--- src/rtl/exp_entry_match.sv ---
// Combinational compare of one snooped write against one expected entry.
// hit: data matches (and address too when addresses are checked).
// conflict: address matches but data differs; impossible when addresses are ignored.
module exp_entry_match #(
  parameter int DATA_W   = 32,
  parameter int ADDR_W   = 32,
  parameter int ADDR_CHK = 1
) (
  input  logic [ADDR_W-1:0] dataadr,
  input  logic [DATA_W-1:0] writedata,
  input  logic [ADDR_W-1:0] exp_addr,
  input  logic [DATA_W-1:0] exp_data,
  output logic              hit,
  output logic              conflict
);

  logic addr_eq;
  logic data_eq;

  assign addr_eq = (dataadr == exp_addr);
  assign data_eq = (writedata == exp_data);

  // Address equality only qualifies a hit or a conflict when address checking is on.
  always_comb begin
    hit      = data_eq & (addr_eq | (ADDR_CHK == 0));
    conflict = (ADDR_CHK != 0) & addr_eq & ~data_eq;
  end

endmodule

--- config.mk ---
export PLATFORM = sky130hd
export DESIGN_NAME = exp_entry_match
export DESIGN_NICKNAME = d
export VERILOG_FILES = /design/src/rtl/exp_entry_match.sv
export SDC_FILE = /design/constraint.sdc
export NUM_CORES = 1
export LEC_CHECK = 0
export ABC_AREA = 1
export ABC_CLOCK_PERIOD_IN_PS = 2600
export CORE_MARGIN = 3
export CORE_UTILIZATION = 34
export DETAILED_ROUTE_END_ITERATION = 6
export PLACE_DENSITY_LB_ADDON = 0.12
export SLEW_MARGIN = 20
export SYNTH_ARGS = -nofsm -noshare
export SYNTH_HDL_FRONTEND = slang
export SYNTH_SLANG_ARGS = --single-unit
export TNS_END_PERCENT = 5
--- constraint.sdc ---
create_clock -name vclk -period 2.6
set_input_delay 0.52 -clock vclk [all_inputs]
set_output_delay 0.52 -clock vclk [all_outputs]
set_load 0.01 [all_outputs]
==> flow_metrics.env, run 1 <==
export IMPL_place_area_um2=2800
export IMPL_cts_resized=2
export IMPL_synth_compound_area_frac=0
export IMPL_wl_per_cell_um=8.62
export IMPL_layout_min_cycle_time_ns=2.46
export IMPL_outcome="finished clean"
export IMPL_num_rows=22
export IMPL_start_kind="input pin"
export IMPL_gr_usage_all_layers=0.164
export IMPL_dr_pass1_iters=4
export IMPL_cts_setup_buffers=0
export IMPL_p_leak_nw=1.38
export IMPL_fin_area_um2=2790
export IMPL_synthMuxAreaShare=0
export IMPL_antennaDiodeCount=0
export IMPL_vdd_ir_drop_max_mv=0.0821
export IMPL_syn_avg_cell_area_um2=4.69
export IMPL_synth_fa_ha_area_frac=0
export IMPL_vias_per_cell=4.07
export IMPL_detail_route_antenna_nets=0
export IMPL_synth_xor_area_frac=0.345
export IMPL_area_growth_pct=108
export IMPL_rsz0062_at_grt="true"
export IMPL_power_uw=400
export IMPL_yosysTopAreaCell="nand2_1"
export IMPL_cellPowerDensity_nw_per_um2=143
export IMPL_worst_setup_path_end_kind="output port"
export IMPL_synth_simple_area_share=0.499
export IMPL_drive_gt1_frac=0.0303
export IMPL_grt_pass1_wl_mm=6.24
export IMPL_sequential_cell_total=0
export IMPL_syn_inst=287
export IMPL_fin_nets=559
export IMPL_worstPathRequired_ns=2.08
export IMPL_nFillCells=338
export IMPL_synth_top_cell_area_share=0.343
export IMPL_yosysWarnings=0
export IMPL_final_setup_worst_slack_ns=0.144
export IMPL_drc_errors=0
export IMPL_core_area_um2=3740
export IMPL_die_area_um2=4750
export IMPL_grt_max_degree=4
export IMPL_hp_class="in2out"
export IMPL_overflow=0
export IMPL_dp_slack_ns=-0.184
export IMPL_worstPathMaxFanout=2
export IMPL_layoutNonFillerInstCount=477
export IMPL_fin_crit_sh=0.945
export IMPL_synth_cell_types=6
export IMPL_setup_viol=0
export IMPL_hold_viol=0
export IMPL_placed_cells=477
export IMPL_synth_top_family_by_area="simple AND/OR/NAND/NOR gates"
export IMPL_grt_pass1_vias=1697
export IMPL_die_w_um=68.9
export IMPL_cap_violations=0
export IMPL_hpwl_mm=4.03
export IMPL_n_clock_buffer=0
export IMPL_slew_viol_final=0
export IMPL_vias=1942
export IMPL_ff_latch_area_um2=0
export IMPL_holdBufCountCts=0
export IMPL_finish_utilization=0.746
export IMPL_ios=130
export IMPL_tightest_slew_ns=0.163
export IMPL_port_buffers=130
export IMPL_drtIter0Drc=23
export IMPL_routed_wirelength_mm=4.11
export IMPL_mostFrequentLayoutCells="clkdlybuf4s50_1 (128), nand2_1 (123), inv_1 (56)"
export IMPL_slew_headroom=0.890
export IMPL_gp_congestion=0.675
export IMPL_fmax_mhz=407
export IMPL_initial_core_util=0.359
export IMPL_final_common_cell="clkdlybuf4s50_1"
export IMPL_syn_area_um2=1350
export IMPL_arrival_ns=1.94
export IMPL_die_height_um=68.9
export IMPL_worstSetupPathType="in2out"
export IMPL_synth_nets=415
export IMPL_grt_antenna_before_repair=0
export IMPL_netlist_top_cells_area="nand2_1 (34%), xnor2_1 (27%), inv_1 (16%), nor2_1 (15%), xor2_1 (7.2%)"
export IMPL_seq_area_frac_synth=0
[metrics by stage]
stage	hold slack (ns)	setup TNS, ns
after floorplan	1.33	0
after global placement	2.33	-0.278
after detailed placement	2.35	-0.354
after CTS	2.15	0
after global routing	2.05	-0.00606
final	1.98	0
[area by class of cell]
class                      count  area [um2]  share of cell area
multi-input combinational    231        1130               0.407
timing repair buffer         142        1390               0.497
tap                           48        60.1              0.0215
inverter                      56         210              0.0753
[routing by layer]
| metal | up-vias | share of wire | track usage |
|---|---|---|---|
| li1 | 1101 | - | - |
| met4 | 0 | 0 | 0 |
| met1 | 768 | 0.34 | 0.164 |
| met3 | 0 | 0.10 | 0.0357 |
| met5 | - | 0 | 0 |
| met2 | 73 | 0.56 | 0.354 |
[synthesized netlist by cell type (all sizes together)]
| library cell | number |
|---|---|
| inv | 56 |
| nand3 | 2 |
| nor2 | 53 |
| xnor2 | 42 |
| xor2 | 11 |
| nand2 | 123 |
[final timing paths]
kind	startpoint	to	slack [ns]	cells after the start
max	exp_addr[19]	conflict	0.14	9
min	writedata[6]	hit	1.98	9
[critical path, stage by stage]
cell and delay, ns:
clkdlybuf4s50_1 0.49, xnor2_1 0.13, nand2_1 0.08, nor2_1 0.10, nand2_1 0.05, nor2_1 0.11
nand2_1 0.09, nor2_1 0.11, clkdlybuf4s15_1 0.25
[cell families (layout without fill, tap and decap cells)]
logic type	count (synthesis)	in the layout
and+or+nand+nor	178	178
xor gates and xnor gates	53	53
buffers and inverters	56	198
[power by group]
part	internal, mW	total (mW)	switching [mW]	leakage (nW)
combinational	0.267	0.400	0.133	1.38
clock	0	0	0	0
sequential	0	0	0	0
Power figures use the tool's default switching activity.
==> run 2, diff against run 1 <==
--- a/config.mk
+++ b/config.mk
@@ -11,6 +11,7 @@
 export CORE_UTILIZATION = 34
 export DETAILED_ROUTE_END_ITERATION = 6
 export PLACE_DENSITY_LB_ADDON = 0.12
+export SETUP_SLACK_MARGIN = 0.02
 export SLEW_MARGIN = 20
 export SYNTH_ARGS = -nofsm -noshare
 export SYNTH_HDL_FRONTEND = slang
==> results of run 2 <==
The final DEF is identical to that of run 1; final timing and power are the same.
